## src/rtl/seq_divider_pkg.sv

```systemverilog
// Shared definitions for the sequential divider: default widths and FSM states.
package seq_divider_pkg;

    localparam int DW_DEF = 26;
    localparam int QW_DEF = 16;

    typedef enum logic [1:0] {
        S_IDLE = 2'd0,
        S_CALC = 2'd1,
        S_DONE = 2'd2
    } state_t;

endpackage

```

## src/rtl/seq_divider.sv

```systemverilog
// Sequential unsigned divider: one radix-2 restoring step per clock, MSB first.
// Quotient saturates to QW bits (ovf), divide-by-zero finishes in one cycle (dbz).
// Optional build macro SEQ_DIVIDER_ROUND_EN: round the quotient to nearest
// (add 1 when 2*remainder >= divisor) before saturation; default is floor.
module seq_divider
    import seq_divider_pkg::*;
#(
    parameter int DW = DW_DEF,
    parameter int QW = QW_DEF
) (
    input  logic          clk,
    input  logic          rst,
    input  logic          start,
    input  logic [DW-1:0] dividend,
    input  logic [DW-1:0] divisor,
    output logic [QW-1:0] quotient,
    output logic [DW-1:0] remainder,
    output logic          busy,
    output logic          ready,
    output logic          ovf,
    output logic          dbz
);

    localparam int          CW    = $clog2(DW + 1);
    localparam logic [DW:0] Q_MAX = {{(DW + 1 - QW){1'b0}}, {QW{1'b1}}};

    state_t        state, state_nx;
    logic [DW-1:0] dsr_q;      // latched divisor
    logic [DW-1:0] quo_q;      // dividend bits shift out, quotient bits shift in
    logic [DW-1:0] rem_q;      // partial remainder
    logic [CW-1:0] cnt_q;      // completed restoring steps
    logic          dbz_q;      // operation was started with a zero divisor

    logic          do_load, do_step, do_finish;
    logic [DW:0]   trial;
    logic          trial_ge;
    logic [DW-1:0] rem_sub;
    logic          round_up;
    logic [DW:0]   q_round;
    logic          q_ovf;
    logic [QW-1:0] q_sat;

    // State register; reset is synchronous and wins over any start.
    always_ff @(posedge clk) begin
        if (rst) begin
            state <= S_IDLE;
        end else begin
            state <= state_nx;
        end
    end

    // Next-state logic: zero divisor skips the iteration entirely.
    always_comb begin
        // NOTE: default first so every path assigns state_nx and no latch is inferred.
        state_nx = state;
        case (state)
            S_IDLE:  if (start) state_nx = (divisor == '0) ? S_DONE : S_CALC;
            S_CALC:  if (cnt_q == CW'(DW - 1)) state_nx = S_DONE;
            S_DONE:  state_nx = S_IDLE;
            default: state_nx = S_IDLE;
        endcase
    end

    // Control decode: start is only honoured in IDLE, so it is ignored while busy.
    always_comb begin
        do_load   = (state == S_IDLE) && start;
        do_step   = (state == S_CALC);
        do_finish = (state == S_DONE);
    end

    // One restoring step: shift the next dividend bit in, subtract if it fits.
    // The subtraction result is < divisor, so DW bits are enough for it.
    always_comb begin
        trial    = {rem_q, quo_q[DW-1]};
        trial_ge = (trial >= {1'b0, dsr_q});
        rem_sub  = trial[DW-1:0] - dsr_q;
    end

    // Final quotient: optional round-to-nearest, then saturation to QW bits.
    always_comb begin
`ifdef SEQ_DIVIDER_ROUND_EN
        round_up = ({rem_q, 1'b0} >= {1'b0, dsr_q});
`else
        round_up = 1'b0;
`endif
        q_round = {1'b0, quo_q} + (DW + 1)'(round_up);
        q_ovf   = (q_round > Q_MAX);
        q_sat   = q_ovf ? {QW{1'b1}} : q_round[QW-1:0];
    end

    // Datapath and result registers; results change only in DONE.
    always_ff @(posedge clk) begin
        if (rst) begin
            // NOTE: sequential state uses non-blocking assignments so all registers update together.
            dsr_q     <= '0;
            quo_q     <= '0;
            rem_q     <= '0;
            cnt_q     <= '0;
            dbz_q     <= 1'b0;
            busy      <= 1'b0;
            ready     <= 1'b0;
            quotient  <= '0;
            remainder <= '0;
            ovf       <= 1'b0;
            dbz       <= 1'b0;
        end else begin
            ready <= 1'b0;
            if (do_load) begin
                dsr_q <= divisor;
                quo_q <= dividend;
                rem_q <= '0;
                cnt_q <= '0;
                dbz_q <= (divisor == '0);
                busy  <= 1'b1;
            end
            if (do_step) begin
                rem_q <= trial_ge ? rem_sub : trial[DW-1:0];
                quo_q <= {quo_q[DW-2:0], trial_ge};
                cnt_q <= cnt_q + CW'(1);
            end
            if (do_finish) begin
                busy  <= 1'b0;
                ready <= 1'b1;
                if (dbz_q) begin
                    quotient  <= {QW{1'b1}};
                    remainder <= quo_q;   // untouched latched dividend
                    ovf       <= 1'b0;
                    dbz       <= 1'b1;
                end else begin
                    quotient  <= q_sat;
                    remainder <= rem_q;
                    ovf       <= q_ovf;
                    dbz       <= 1'b0;
                end
            end
        end
    end

endmodule

```

## config.mk

```make
export PLATFORM = sky130hd
export DESIGN_NAME = seq_divider
export DESIGN_NICKNAME = d
export VERILOG_FILES = /design/src/rtl/seq_divider_pkg.sv /design/src/rtl/seq_divider.sv
export SDC_FILE = /design/constraint.sdc
export NUM_CORES = 1
export LEC_CHECK = 0
export ABC_AREA = 0
export CORE_AREA = 2 2 86 151
export CTS_BUF_LIST = sky130_fd_sc_hd__clkbuf_4
export CTS_CLUSTER_DIAMETER = 150
export DETAILED_ROUTE_END_ITERATION = 7
export DIE_AREA = 0 0 88 153
export GPL_ROUTABILITY_DRIVEN = 0
export PLACE_DENSITY = 0.88
export SYNTH_ARGS = -nofsm -noshare
export SYNTH_HDL_FRONTEND = slang
export SYNTH_SLANG_ARGS = --single-unit
```

## constraint.sdc

```tcl
create_clock -name clk -period 3.1 [get_ports clk]
set_clock_uncertainty 0.15 [all_clocks]
set_input_delay 0.465 -clock clk [delete_from_list [all_inputs] [get_ports clk]]
set_output_delay 0.465 -clock clk [all_outputs]
set_load 0.005 [all_outputs]
```

==> results of run 1 <==
-- registers in the layout, summed over array words and instances (netlist names) --
signal     flops
dsr_q         26
quo_q         26
rem_q         26
remainder     26
quotient      16
cnt_q          5
state          2
busy           1
dbz            1
dbz_q          1
ovf            1
ready          1
-- cell type report --
cell class	count	area (um^2)	area share
diodes	1	2.50	0.000306
clock inverters	14	161	0.0197
clock buffers	17	128	0.0156
flip-flops and latches	132	2640	0.323
well taps	168	210	0.0257
repair buffers	118	1140	0.140
inverters	34	128	0.0156
multi-input cells	643	3770	0.461
-- layout by cell type, fill, tap and decap left out, types with 23 or more instances in the layout --
| cell | instances |
|---|---|
| nand2_1 | 146 |
| dfxtp_1 | 132 |
| clkdlybuf4s50_1 | 99 |
| nor2_1 | 97 |
| o21ai_0 | 75 |
| a21oi_1 | 59 |
| mux2i_1 | 43 |
| inv_1 | 34 |
| ha_1 | 25 |
| o21ai_1 | 24 |
| a211oi_1 | 23 |
-- where the power goes --
part	switching, mW	internal [mW]
registers	0.264	1.90
logic	2.35	1.96
clock network	0.659	0.548
-- logic make-up after synthesis --
| family | synth area share |
|---|---|
| mux | 0.0656 |
| flops | 0.392 |
| compound gates | 0.209 |
| xor+xnor | 0.0299 |
| simple gates | 0.196 |
| buf+inv | 0.0518 |
| fa+ha+maj | 0.0550 |
-- timing repair --
action	4_1_cts	5_1_grt
endpoints found under the setup margin	0	6
gates resized for setup	0	4
buffers inserted	0	0
-- worst max-delay path by stage --
stage / from / end / slack (ns) / cells after the start
after floorplan: dsr_q[17] / rem_q[22] / 0.43 / 11
after global placement: rem_q[13] / rem_q[22] / 0.24 / 8
after detailed placement: quo_q[25] / rem_q[14] / 0.20 / 12
after CTS: rem_q[13] / rem_q[15] / 0.14 / 9
after global routing: dsr_q[12] / rem_q[14] / 0.004 / 10
final: rem_q[17] / rem_q[15] / 0.12 / 9
-- worst register-to-register path: stages, from the launching register on --
cell	delay, ns
dfxtp_1	0.38
ha_1	0.43
and4_4	0.29
nand3_2	0.10
or4_1	0.57
and3_4	0.22
o21ai_2	0.20
buf_12	0.21
nand2_2	0.15
o21ai_1	0.20
-- layer usage --
metal / part of all wire / up-vias / wire length (um) / global-route usage
met2: 0.54 / 281 / 9800 / 0.502
met3: 0.056 / 75 / 1030 / 0.0578
met5: 0 / - / 0 / 0
met4: 0.038 / 0 / 697 / 0.128
met1: 0.37 / 3072 / 6790 / 0.302
li1: - / 3164 / - / -
-- per-stage QoR --
stage,util,std cells
after floorplan,-,861
after global placement,0.645,1095
after detailed placement,0.645,1095
after CTS,0.668,1126
after global routing,0.670,1127
final,0.670,1127
==> impl_metrics.yaml, run 1 <==
min_path:
  hold_depth: 2
  worstHoldStart: "rst"
  hold_end: "quo_q[0]"
  holdCritPathClass: "input pin to flip-flop"
synth:
  synth_top_area_cell: "dfxtp_1"
  yosys_warnings: 0
  synth.yosys.seq_area_share: 0.392
  synth_cells: 861
  ys_top_cells_by_area: "dfxtp_1 (39%), nand2_1 (8.1%), mux2i_1 (6.4%)"
  synth_edf_count: 0
  synth_fp_nets: 945
  syn_area_um2: 6740
  ys_top_cells_by_count: "nand2_1 (146), dfxtp_1 (132), nor2_1 (98)"
  synth_top_area_frac: 0.392
  ys_ff_latch: 132
  synth_cell_types: 57
  synth_most_common_cell: "nand2_1"
  avgSynthCellArea_um2: 7.83
  async_flop_share: 0
  ys.flop_type: "dfxtp_1"
routing:
  vias: 6592
  drc: 0
  ant_nets: 0
  finalWirelength_mm: 18.3
  drt_iter0_markers: 529
  via_per_inst: 5.85
  wl_per_cell_um: 16.2
  first_pass_iters: 6
global_routing:
  grt_usage: 0.279
  grt_pass1_wl_mm: 29.9
  antenna_found_initial: 1
  overflow: 0
  grt_max_degree: 45
  grt_pass1_vias: 6462
final_layout:
  fin_area_um2: 8190
  nFillCells: 1024
  drive_gt1_frac: 0.0647
  syn_to_final_growth_pct: 21.5
  fin_nets: 1030
sta:
  fin_crit_ns: 2.98
  fin_crit_sh: 0.963
  setup_violations: 0
  tightest_slew_ns: 1.12
  fmax_ghz: 0.335
  hold_ws_ns: 0.213
  totalNegativeSetupSlack_ns: 0
  fin_ws_ns: 0.116
  slew_violations: 0
  rsz0062_at_grt: "no"
  slew_headroom: 0.249
  finalHoldViolations: 0
clock_tree:
  cts_tree: "done"
  clock-root-buffer: "clkbuf_4"
  clkTransAtPathRegs_ns: 0.12
  clk_latency_ns: 0.56
  clk_path_buf_depth: 2
  htreeDepth: 4
  cts_hold_buf: 0
  clkSinkCount: 132
  tritoncts.num_buffers: 17
worst_setup_path:
  endpoint_kind: "flip-flop"
  crit_type: "flip-flop to flip-flop"
  cpMaxStageDelayCell: "or4_1"
  crit_path_max_incr_delay_ns: 0.57
  crit_path_cell_trace: "ha_1, and4_4, nand3_2, or4_1, and3_4, o21ai_2, buf_12, nand2_2, o21ai_1"
  r2r-end: "rem_q[15]"
  worstPathRequired_ns: 3.43
  r2r_start: "rem_q[17]"
  reg2reg_setup_slack_ns: 0.12
  path_delay_family: "simple AND/OR/NAND/NOR gates"
  worst-r2r-cell-count: 9
  cp.arrival_ns: 3.31
  cp_max_fo: 20
  worstSetupStartpointType: "flip-flop"
  cp_num_buf_inv: 1
floorplan:
  die_h_um: 153
  initial_core_util: 0.551
  io_pins: 101
  fp.dieArea_um2: 13500
  placementRows: 54
  core_area_um2: 12200
  die_w_um: 88
power_and_ir_drop:
  ir_drop_v: 0.00114
  p_per_area_nw_per_um2: 939
  totalPowerFinal_mw: 7.69
  leakage_nw: 3.09
placed_design:
  numPortBuffers: 100
  dp_hpwl_mm: 13.8
  placed_cell_area_um2: 7880
  preCtsSetupSlack_ns: 0.198
flow_run:
  drv_cap: 0
outcome:
  outcome: "completed"
Note: power is estimated with default switching activity, not from simulation.
==> run 2: changes to the inputs <==
--- a/config.mk
+++ b/config.mk
@@ -6,13 +6,15 @@
 export NUM_CORES = 1
 export LEC_CHECK = 0
 export ABC_AREA = 0
-export CORE_AREA = 2 2 86 151
+export CORE_AREA = 2 2 110 192
 export CTS_BUF_LIST = sky130_fd_sc_hd__clkbuf_4
 export CTS_CLUSTER_DIAMETER = 150
 export DETAILED_ROUTE_END_ITERATION = 7
-export DIE_AREA = 0 0 88 153
+export DIE_AREA = 0 0 112 194
 export GPL_ROUTABILITY_DRIVEN = 0
-export PLACE_DENSITY = 0.88
+export MAX_ROUTING_LAYER = met4
+export PLACE_DENSITY = 0.61
+export REMOVE_ABC_BUFFERS = 1
 export SYNTH_ARGS = -nofsm -noshare
 export SYNTH_HDL_FRONTEND = slang
 export SYNTH_SLANG_ARGS = --single-unit
==> impl_metrics.yaml, run 2 (synthesis results as in run 1) <==
outcome:
  outcome: "completed"
final_layout:
  layout_common_cells: "nand2_1 (146), dfxtp_1 (132), clkdlybuf4s50_1 (99), nor2_1 (97), o21ai_0 (75)"
  layout_commonest_cell: "nand2_1"
  nFillCells: 2090
  fin_nets: 1033
  fin_util: 0.414
  drive_gt1_frac: 0.0748
  fin_area_um2: 8360
  syn_to_final_growth_pct: 24.0
flow_run:
  drv_cap: 0
floorplan:
  fp.dieArea_um2: 21700
  core_area_um2: 20200
  initial_core_util: 0.334
  io_pins: 101
  die_w_um: 112
  die_h_um: 194
  placementRows: 69
worst_setup_path:
  cp_max_fo: 9
  worstPathRequired_ns: 3.41
  reg2reg_setup_slack_ns: 0.14
  worst-r2r-cell-count: 8
  r2r-end: "rem_q[22]"
  endpoint_kind: "flip-flop"
  worstSetupStartpointType: "flip-flop"
  cp.arrival_ns: 3.27
  r2r_start: "rem_q[17]"
  crit_type: "flip-flop to flip-flop"
clock_tree:
  post_cts_buffers: 0
  tritoncts.num_buffers: 17
  clkTransAtPathRegs_ns: 0.13
  clk_path_buf_depth: 2
  clkSinkCount: 132
  htreeDepth: 4
  clock-root-buffer: "clkbuf_4"
  cts_tree: "done"
  clk_latency_ns: 0.57
power_and_ir_drop:
  p_seq_frac: 0.277
  p_sw_frac: 0.419
  internal_power_mw: 4.52
  totalPowerFinal_mw: 7.78
  clkPwrFrac: 0.170
  p_comb_frac: 0.553
  switchingPower_mw: 3.26
  leakage_nw: 3.13
  p_per_area_nw_per_um2: 931
  ir_drop_v: 0.000872
routing:
  drt_iter0_markers: 264
  wl_per_cell_um: 15.8
  vias: 6230
  finalWirelength_mm: 19.2
  first_pass_iters: 4
  ant_nets: 0
  via_per_inst: 5.14
  drc: 0
sta:
  fin_crit_ns: 2.96
  finalHoldViolations: 0
  rsz0062_at_grt: "no"
  setup_violations: 0
  hold_ws_ns: 0.152
  slew_violations: 0
  slew_headroom: 0.226
  fin_crit_sh: 0.954
  tightest_slew_ns: 1.16
  fmax_ghz: 0.338
min_path:
  hold_end: "cnt_q[0]"
  worstHoldStart: "rst"
  holdCritPathClass: "input pin to flip-flop"
  hold_depth: 2
placed_design:
  numPortBuffers: 100
  placed_cell_area_um2: 8010
  dp_hpwl_mm: 14.7
global_routing:
  overflow: 0
  grt_pass1_vias: 6165
  grt_usage: 0.182
  grt_max_degree: 45
  grt_pass1_wl_mm: 30.9
  antenna_found_initial: 1
[run 2: changes by cell type in the layout (fill, tap and decap cells not counted)]
| cell | previous run | this run |
|---|---|---|
| buf_4 | 17 | 20 |
| clkinv_1 | 4 | 0 |
| clkinv_4 | 1 | 3 |
| clkinvlp_4 | 4 | 3 |
| ha_1 | 25 | 24 |
| ha_2 | 3 | 4 |
| inv_6 | 2 | 4 |
| inv_8 | 0 | 2 |
| nor4_1 | 9 | 8 |
| nor4_2 | 0 | 1 |
[run 2: how the worst max path moves through the flow]
stage	start	end	slack, ns	cells after the start
floorplan	state[0]	ovf	-0.33	3
global placement	rem_q[13]	rem_q[22]	0.16	8
detailed placement	rem_q[16]	rem_q[22]	0.15	8
CTS	rem_q[16]	rem_q[22]	0.12	8
global route	rem_q[14]	rem_q[19]	0.003	9
finish	rem_q[17]	rem_q[22]	0.14	8
[run 2: final cells by class]
class	count	area (um^2)	share of cell area
Tap cell	248	310	0.0371
Timing Repair Buffer	121	1170	0.140
Multi-Input combinational cell	643	3780	0.453
Clock buffer	17	128	0.0153
Antenna cell	1	2.50	0.000299
Inverter	34	128	0.0153
Clock inverter	15	196	0.0235
Sequential cell	132	2640	0.316
[run 2: power by group through the flow]
stage | registers (mW) | logic [mW] | clock network, mW
3_5_place_dp | 2.19 | 4.25 | 0
5_1_grt | 2.18 | 4.78 | 1.42
6_report | 2.15 | 4.30 | 1.33
3_3_place_gp | 2.18 | 4.22 | 0
2_1_floorplan | 2.09 | 3.16 | 0
4_1_cts | 2.15 | 4.27 | 1.35
[run 2: timing repair]
item                                    in CTS  in global routing
resized for setup                            0                  6
hold buffers                                 0                  0
endpoints found under the setup margin       0                  6
[run 2: worst max-delay path, cell delays in order (launching register included)]
cell,delay (ns)
dfxtp_1,0.39
ha_1,0.42
and4_4,0.29
nand3_2,0.10
or4_1,0.60
and3_4,0.22
o211a_1,0.34
a22o_1,0.22
a21o_1,0.14
[run 2: stage by stage]
stage	setup TNS (ns)	setup slack, ns	cells
floorplan	-10.12	-0.326	809
global route	0	0.00262	1211
CTS	0	0.124	1210
finish	0	0.142	1211
global placement	0	0.160	1178
detailed placement	0	0.149	1178
[run 2: routing by layer]
metal | GRT usage | vias to the layer above | wire length (um)
met5 | - | - | 0
met2 | 0.333 | 125 | 10400
met1 | 0.188 | 2913 | 7620
li1 | - | 3159 | -
met4 | 0.0790 | 0 | 603
met3 | 0.0313 | 33 | 597
==> run 3: changes to the inputs <==
--- a/config.mk
+++ b/config.mk
@@ -12,6 +12,7 @@
 export DETAILED_ROUTE_END_ITERATION = 7
 export DIE_AREA = 0 0 112 194
 export GPL_ROUTABILITY_DRIVEN = 0
+export HOLD_SLACK_MARGIN = 0.12
 export MAX_ROUTING_LAYER = met4
 export PLACE_DENSITY = 0.61
 export REMOVE_ABC_BUFFERS = 1
==> results of run 3 <==
Final layout, timing and power as in run 2 (identical DEF).
